===== config.mk =====
export PLATFORM = sky130hd
export DESIGN_NAME = dram_sort_ctrl_flat
export DESIGN_NICKNAME = d
export VERILOG_FILES = /design/src/rtl/dram_sort_ctrl_if.sv /design/src/rtl/dram_sort_ctrl.sv /design/src/flat_wrapper.sv
export SDC_FILE = /design/constraint.sdc
export NUM_CORES = 1
export LEC_CHECK = 0
export BUFFER_PORTS_ARGS = -buffer_cell sky130_fd_sc_hd__buf_2
export CORE_MARGIN = 4
export CORE_UTILIZATION = 58
export DETAILED_ROUTE_END_ITERATION = 10
export GPL_TIMING_DRIVEN = 1
export MAX_ROUTING_LAYER = met4
export PLACE_DENSITY = 0.86
export SETUP_SLACK_MARGIN = 0.15
export SLEW_MARGIN = 15
export SYNTH_ARGS = -nofsm -noshare
export SYNTH_HDL_FRONTEND = slang
export SYNTH_SLANG_ARGS = --single-unit
export TNS_END_PERCENT = 5

===== constraint.sdc =====
create_clock -name clk -period 8.8 [get_ports clk]
set_input_delay 0.44 -clock clk [delete_from_list [all_inputs] [get_ports clk]]
set_output_delay 0.44 -clock clk [all_outputs]
set_load 0.005 [all_outputs]

===== src/rtl/dram_sort_ctrl_if.sv =====
// Host, control and RAM-side signal bundle for dram_sort_ctrl.
// slave = sort engine view, master = host/RAM side view.
interface dram_sort_ctrl_if #(
    parameter int ADDR_W = 10,
    parameter int DATA_W = 32
);
    logic              start;
    logic [ADDR_W:0]   n;
    logic              busy;
    logic              done;
    logic [31:0]       cycles;
    logic [ADDR_W-1:0] host_addr;
    logic              host_we;
    logic [DATA_W-1:0] host_wdata;
    logic [DATA_W-1:0] host_rdata;
    logic [ADDR_W-1:0] mem_addr;
    logic              mem_we;
    logic [DATA_W-1:0] mem_wdata;
    logic [DATA_W-1:0] mem_rdata;

    modport slave (
        input  start, n, host_addr, host_we, host_wdata, mem_rdata,
        output busy, done, cycles, host_rdata, mem_addr, mem_we, mem_wdata
    );

    modport master (
        output start, n, host_addr, host_we, host_wdata, mem_rdata,
        input  busy, done, cycles, host_rdata, mem_addr, mem_we, mem_wdata
    );
endinterface


===== src/rtl/dram_sort_ctrl.sv =====
// In-place bubble-sort engine in front of an async-read RAM; forwards the host port when idle.
// Define SORT_SIGNED_EN to compare words as two's-complement instead of unsigned.
module dram_sort_ctrl #(
    parameter int ADDR_W = 10,
    parameter int DATA_W = 32
) (
    input  logic          clk,
    input  logic          rst,
    dram_sort_ctrl_if.slave bus
);
    typedef enum logic [2:0] {IDLE, LOAD_A, LOAD_B, WR_A, WR_B, DONE} state_t;

    localparam logic [ADDR_W:0] N_MAX = (ADDR_W+1)'(1) << ADDR_W;

    state_t            state_q, state_d;
    logic [ADDR_W-1:0] j_q, j_d;
    logic [ADDR_W-1:0] last_q, last_d;
    logic [DATA_W-1:0] a_q, a_d;
    logic [DATA_W-1:0] b_q, b_d;
    logic              swapped_q, swapped_d;
    logic [31:0]       cycles_q, cycles_d;

    logic [ADDR_W:0]   n_sat;
    logic [ADDR_W:0]   n_m1;
    logic [ADDR_W-1:0] j_inc;
    logic              a_gt;
    logic              busy;
    logic              pair_end;
    logic              pair_swapped;

    assign n_sat = (bus.n > N_MAX) ? N_MAX : bus.n;
    assign n_m1  = n_sat - (ADDR_W+1)'(1);
    assign j_inc = j_q + ADDR_W'(1);
    assign busy  = (state_q == LOAD_A) || (state_q == LOAD_B) ||
                   (state_q == WR_A)   || (state_q == WR_B);

`ifdef SORT_SIGNED_EN
    assign a_gt = $signed(a_q) > $signed(bus.mem_rdata);
`else
    assign a_gt = a_q > bus.mem_rdata;
`endif

    assign bus.busy       = busy;
    assign bus.done       = (state_q == DONE);
    assign bus.cycles     = cycles_q;
    assign bus.host_rdata = bus.mem_rdata;

    always_comb begin
        state_d       = state_q;
        j_d           = j_q;
        last_d        = last_q;
        a_d           = a_q;
        b_d           = b_q;
        swapped_d     = swapped_q;
        cycles_d      = cycles_q;
        bus.mem_addr  = bus.host_addr;
        bus.mem_we    = 1'b0;
        bus.mem_wdata = bus.host_wdata;
        pair_end      = 1'b0;
        pair_swapped  = swapped_q;

        if (busy && (cycles_q != 32'hFFFF_FFFF)) begin
            cycles_d = cycles_q + 32'd1;
        end

        case (state_q)
            IDLE: begin
                bus.mem_we = bus.host_we;
                if (bus.start) begin
                    cycles_d = '0;
                    if (n_sat <= (ADDR_W+1)'(1)) begin
                        state_d = DONE;
                    end else begin
                        last_d    = n_m1[ADDR_W-1:0];
                        j_d       = '0;
                        swapped_d = 1'b0;
                        state_d   = LOAD_A;
                    end
                end
            end
            LOAD_A: begin
                bus.mem_addr = j_q;
                a_d          = bus.mem_rdata;
                state_d      = LOAD_B;
            end
            LOAD_B: begin
                bus.mem_addr = j_inc;
                if (a_gt) begin
                    b_d       = bus.mem_rdata;
                    swapped_d = 1'b1;
                    state_d   = WR_A;
                end else begin
                    pair_end = 1'b1;
                end
            end
            WR_A: begin
                bus.mem_addr  = j_q;
                bus.mem_wdata = b_q;
                bus.mem_we    = 1'b1;
                state_d       = WR_B;
            end
            WR_B: begin
                bus.mem_addr  = j_inc;
                bus.mem_wdata = a_q;
                bus.mem_we    = 1'b1;
                pair_end      = 1'b1;
                pair_swapped  = 1'b1;
            end
            DONE: begin
                state_d = IDLE;
            end
            default: begin
                state_d = IDLE;
            end
        endcase

        // A pass that swapped nothing means the prefix is sorted; last==1 is the final pass.
        if (pair_end) begin
            if (j_inc < last_q) begin
                j_d     = j_inc;
                state_d = LOAD_A;
            end else if (!pair_swapped || (last_q == ADDR_W'(1))) begin
                state_d = DONE;
            end else begin
                last_d    = last_q - ADDR_W'(1);
                j_d       = '0;
                swapped_d = 1'b0;
                state_d   = LOAD_A;
            end
        end
    end

    always_ff @(posedge clk) begin
        if (rst) begin
            state_q   <= IDLE;
            j_q       <= '0;
            last_q    <= '0;
            a_q       <= '0;
            b_q       <= '0;
            swapped_q <= 1'b0;
            cycles_q  <= '0;
        end else begin
            state_q   <= state_d;
            j_q       <= j_d;
            last_q    <= last_d;
            a_q       <= a_d;
            b_q       <= b_d;
            swapped_q <= swapped_d;
            cycles_q  <= cycles_d;
        end
    end
endmodule


===== src/flat_wrapper.sv =====
// flat-port wrapper written by rule: the top's interface ports become plain ports
module dram_sort_ctrl_flat 
#(
    parameter int ADDR_W = 10,
    parameter int DATA_W = 32
)
  (clk, rst, bus_start, bus_n, bus_host_addr, bus_host_we, bus_host_wdata, bus_mem_rdata, bus_busy, bus_done, bus_cycles, bus_host_rdata, bus_mem_addr, bus_mem_we, bus_mem_wdata);
  dram_sort_ctrl_if #(.ADDR_W(ADDR_W), .DATA_W(DATA_W)) bus_i ();
  input  logic clk;
  input  logic rst;
  input wire logic [$bits(bus_i.start)-1:0] bus_start;
  input wire logic [$bits(bus_i.n)-1:0] bus_n;
  input wire logic [$bits(bus_i.host_addr)-1:0] bus_host_addr;
  input wire logic [$bits(bus_i.host_we)-1:0] bus_host_we;
  input wire logic [$bits(bus_i.host_wdata)-1:0] bus_host_wdata;
  input wire logic [$bits(bus_i.mem_rdata)-1:0] bus_mem_rdata;
  output wire logic [$bits(bus_i.busy)-1:0] bus_busy;
  output wire logic [$bits(bus_i.done)-1:0] bus_done;
  output wire logic [$bits(bus_i.cycles)-1:0] bus_cycles;
  output wire logic [$bits(bus_i.host_rdata)-1:0] bus_host_rdata;
  output wire logic [$bits(bus_i.mem_addr)-1:0] bus_mem_addr;
  output wire logic [$bits(bus_i.mem_we)-1:0] bus_mem_we;
  output wire logic [$bits(bus_i.mem_wdata)-1:0] bus_mem_wdata;
  assign bus_i.start = bus_start;
  assign bus_i.n = bus_n;
  assign bus_i.host_addr = bus_host_addr;
  assign bus_i.host_we = bus_host_we;
  assign bus_i.host_wdata = bus_host_wdata;
  assign bus_i.mem_rdata = bus_mem_rdata;
  assign bus_busy = bus_i.busy;
  assign bus_done = bus_i.done;
  assign bus_cycles = bus_i.cycles;
  assign bus_host_rdata = bus_i.host_rdata;
  assign bus_mem_addr = bus_i.mem_addr;
  assign bus_mem_we = bus_i.mem_we;
  assign bus_mem_wdata = bus_i.mem_wdata;
  dram_sort_ctrl #(.ADDR_W(ADDR_W), .DATA_W(DATA_W)) u_core (.clk(clk), .rst(rst), .bus(bus_i));
endmodule

==> out/results.tsv <==
stage	metric	value	unit
critical_path	cp.depth	11	
die	core_area	12800	um2
clock_network	cts_made_buffers	17	
critical_path	slowest_stage	o31ai_1	
critical_path	critical_path.cell_chain	ha_1 > and3_1 > nand3_1 > and2_1 > or2_2 > ha_1 > nand2_1 > o31ai_1 > nand3_1 > or4_1 > a311o_1	
detailed_routing	drcViolationCount	0	
die	rows	41	
critical_path	required	9.10	ns
timing	tightest_slew	1.11	ns
detailed_routing	vias	7749	
timing	timing.final.crit_share	0.439	
finish	fin_area	9100	um2
yosys	seq_area_frac_synth	0.313	
critical_path	cp_top_family	simple AND/OR/NAND/NOR gates	
yosys	syn_nets	1140	
place	placed_cell_area	8500	um2
timing	tns	0	ns
global_route	first_global_vias	7001	
clock_network	clk_latency	0.42	ns
detailed_routing	wl_per_cell	15.8	um
critical_path	crit_path_start_kind	register	
power	p_leak	4.27	nW
clock_network	cts_tree	yes	
clock_network	post_cts_resized	0	
finish	layout-drive-gt1-share	0.217	
status	outcome	complete, no violations	
place	dp.final_hpwl	14700	um
global_route	grtUsageTotal	0.279	
yosys	synthArstFlopShare	0	
finish	final_common_cell	buf_2	
clock_network	post-cts-setup-buffers	0	
job	cap_violations	0	
hold_path	holdPathStages	3	
yosys	synth_edf_count	0	
timing	hold_slack	0.292	ns
detailed_routing	postRouteAntennaNets	0	
critical_path	critical-path-max-stage-delay	0.68	ns
critical_path	crit_arrival	4.16	ns
clock_network	clkTransAtPathRegs	0.06	ns
die	initial_core_util	0.600	
timing	max_freq	259	MHz
power	max-vdd-ir-drop	0.153	mV
timing	finalClockSkew	0.0109	ns
hold_path	hold_path.class	in2reg	
critical_path	r2r_cells	11	
yosys	synth_top_area_cell	dfxtp_1	
detailed_routing	routed_via_density	5.82	
global_route	grt_pass1_wl	33000	um
clock_network	cts_root_buffer	clkbuf_16	
yosys	yosys_warnings	0	
yosys	synth_area_leaders	dfxtp_1 (31%), nand2_1 (8.7%), ha_1 (7.7%), mux2i_1 (5.7%), nor2_1 (4.6%)	
yosys	synth_flop_cell	dfxtp_1	
finish	post-route-util	0.713	
timing	period_needed	3.86	ns
critical_path	crit_buf_inv	0	
timing	slew_headroom	0.258	
finish	areaGrowthSynthToFinish	18.7	%
detailed_routing	drt_pass1_iterations	5	
detailed_routing	wl	21000	um
power	power.density	216	nW/um2
finish	final_cell_mix	buf_2 (197), nand2_1 (177), dfxtp_1 (120)	
timing	finalSetupViolCount	0	
place	gp_congestion	0.985	
yosys	ys_seq_elements	120	
finish	final_nets	1280	
critical_path	cp_max_fo	7	
die	pin_count	198	
die	die_w	123	um
clock_network	cts_sinks	120	
global_route	grt-ovfl-total	0	
yosys	syn-cell-area	7670	um2
die	die_h	123	um
die	dieArea	15100	um2
detailed_routing	drt_iter0_markers	731	
timing	finalHoldViolations	0	
global_route	antenna_found_initial	2	
critical_path	end_kind	register	
timing	rsz0062_at_grt	false	
clock_network	clock_path_buffers	2	
clock_network	hold_buffers	0	
yosys	synth_cell_type_count	56	
finish	nFillCells	1023	
place	port_buffers	197	
yosys	avgSynthCellArea	7.64	um2
global_route	grt_max_degree	84	
clock_network	ctsHtreeMaxLevel	4	
critical_path	path_class	reg2reg	
timing	final_max_slew_viol_count	0	
yosys	synthCells	1004	
yosys	synth_top_area_share	0.313	
state kept, by name, summed over array words and instances (netlist names):
signal,count
u_core.b_q,32
u_core.last_q,10
u_core.state_q,3
u_core.a_q,32
u_core.j_q,10
u_core.swapped_q,1
u_core.bus.cycles,32
metrics by stage:
| step | power, mW | setup slack [ns] | cells |
|---|---|---|---|
| floorplan | 1.07 | 5.44 | 1004 |
| global placement | 1.26 | 5.23 | 1297 |
| detailed placement | 1.27 | 5.12 | 1297 |
| CTS | 1.96 | 5.03 | 1329 |
| global route | 2.08 | 4.70 | 1331 |
| finish | 1.96 | 4.94 | 1331 |
logic make-up (layout without fill, tap and decap cells):
logic type               Yosys count  count (layout)  share of synthesized area
AO/OA/AOI/OAI                    205             205                      0.179
XOR/XNOR                          38              38                     0.0434
adder cells (fa/ha/maj)           47              47                     0.0767
buffers and inverters            141             294                     0.0855
flip-flops                       120             120                      0.313
multiplexers                      48              48                     0.0633
other                              0               2                          0
AND/OR/NAND/NOR                  405             405                      0.239
tightest hold or removal path: cells and delay by family:
family	cells	cell delay, ns
buf+inv	1	0.12
simple gates	1	0.05
compound gates	1	0.05
power by group:
group	switching [mW]	leakage, nW	internal (mW)
Clock	0.269	0.274	0.421
Combinational	0.388	3.03	0.241
Sequential	0.0557	0.972	0.588
Total	0.713	4.27	1.25
per-layer routing:
layer / wire (um) / track usage / up-vias
li1: - / - / 3807
met1: 8900 / 0.345 / 3532
met2: 9910 / 0.446 / 364
met3: 1710 / 0.0627 / 46
met4: 529 / 0.108 / 0
met5: 0 / - / -
final timing paths:
path	startpoint	endpoint	slack [ns]
min reg2reg	u_core.a_q[31]	u_core.a_q[31]	0.48
max	u_core.j_q[0]	u_core.last_q[9]	4.94
min	bus_mem_rdata[7]	u_core.a_q[7]	0.29
max reg2reg	u_core.j_q[0]	u_core.last_q[9]	4.94
Yosys cell counts, types with 5 or more instances:
master and instances:
nand2_1 177, dfxtp_1 120, nor2_1 95, a21oi_1 64
inv_1 54, ha_1 47, clkbuf_1 45, mux2i_1 44
a22oi_1 36, buf_4 32, o21ai_0 26, nand3_1 24
nor3_1 23, nand4_1 22, xor2_1 22, xnor2_1 16
and2_1 9, o211ai_1 9, or3_1 9, nor2b_1 8
and3_1 7, and4_1 7, a31oi_1 6, o2111ai_1 6
o21a_1 6, a221o_1 5, a22o_1 5, buf_2 5
nor4_1 5, or4_1 5
area by class of cell:
cell class	instances	area, um2	area share
diodes	2	5.00	0.000550
multi-input cells	743	4620	0.508
clock inverters	15	170	0.0187
repair buffers	206	1050	0.116
inverters	56	210	0.0231
flip-flops and latches	120	2400	0.264
well taps	172	215	0.0236
clock buffers	17	425	0.0467
Power figures use the tool's default switching activity.
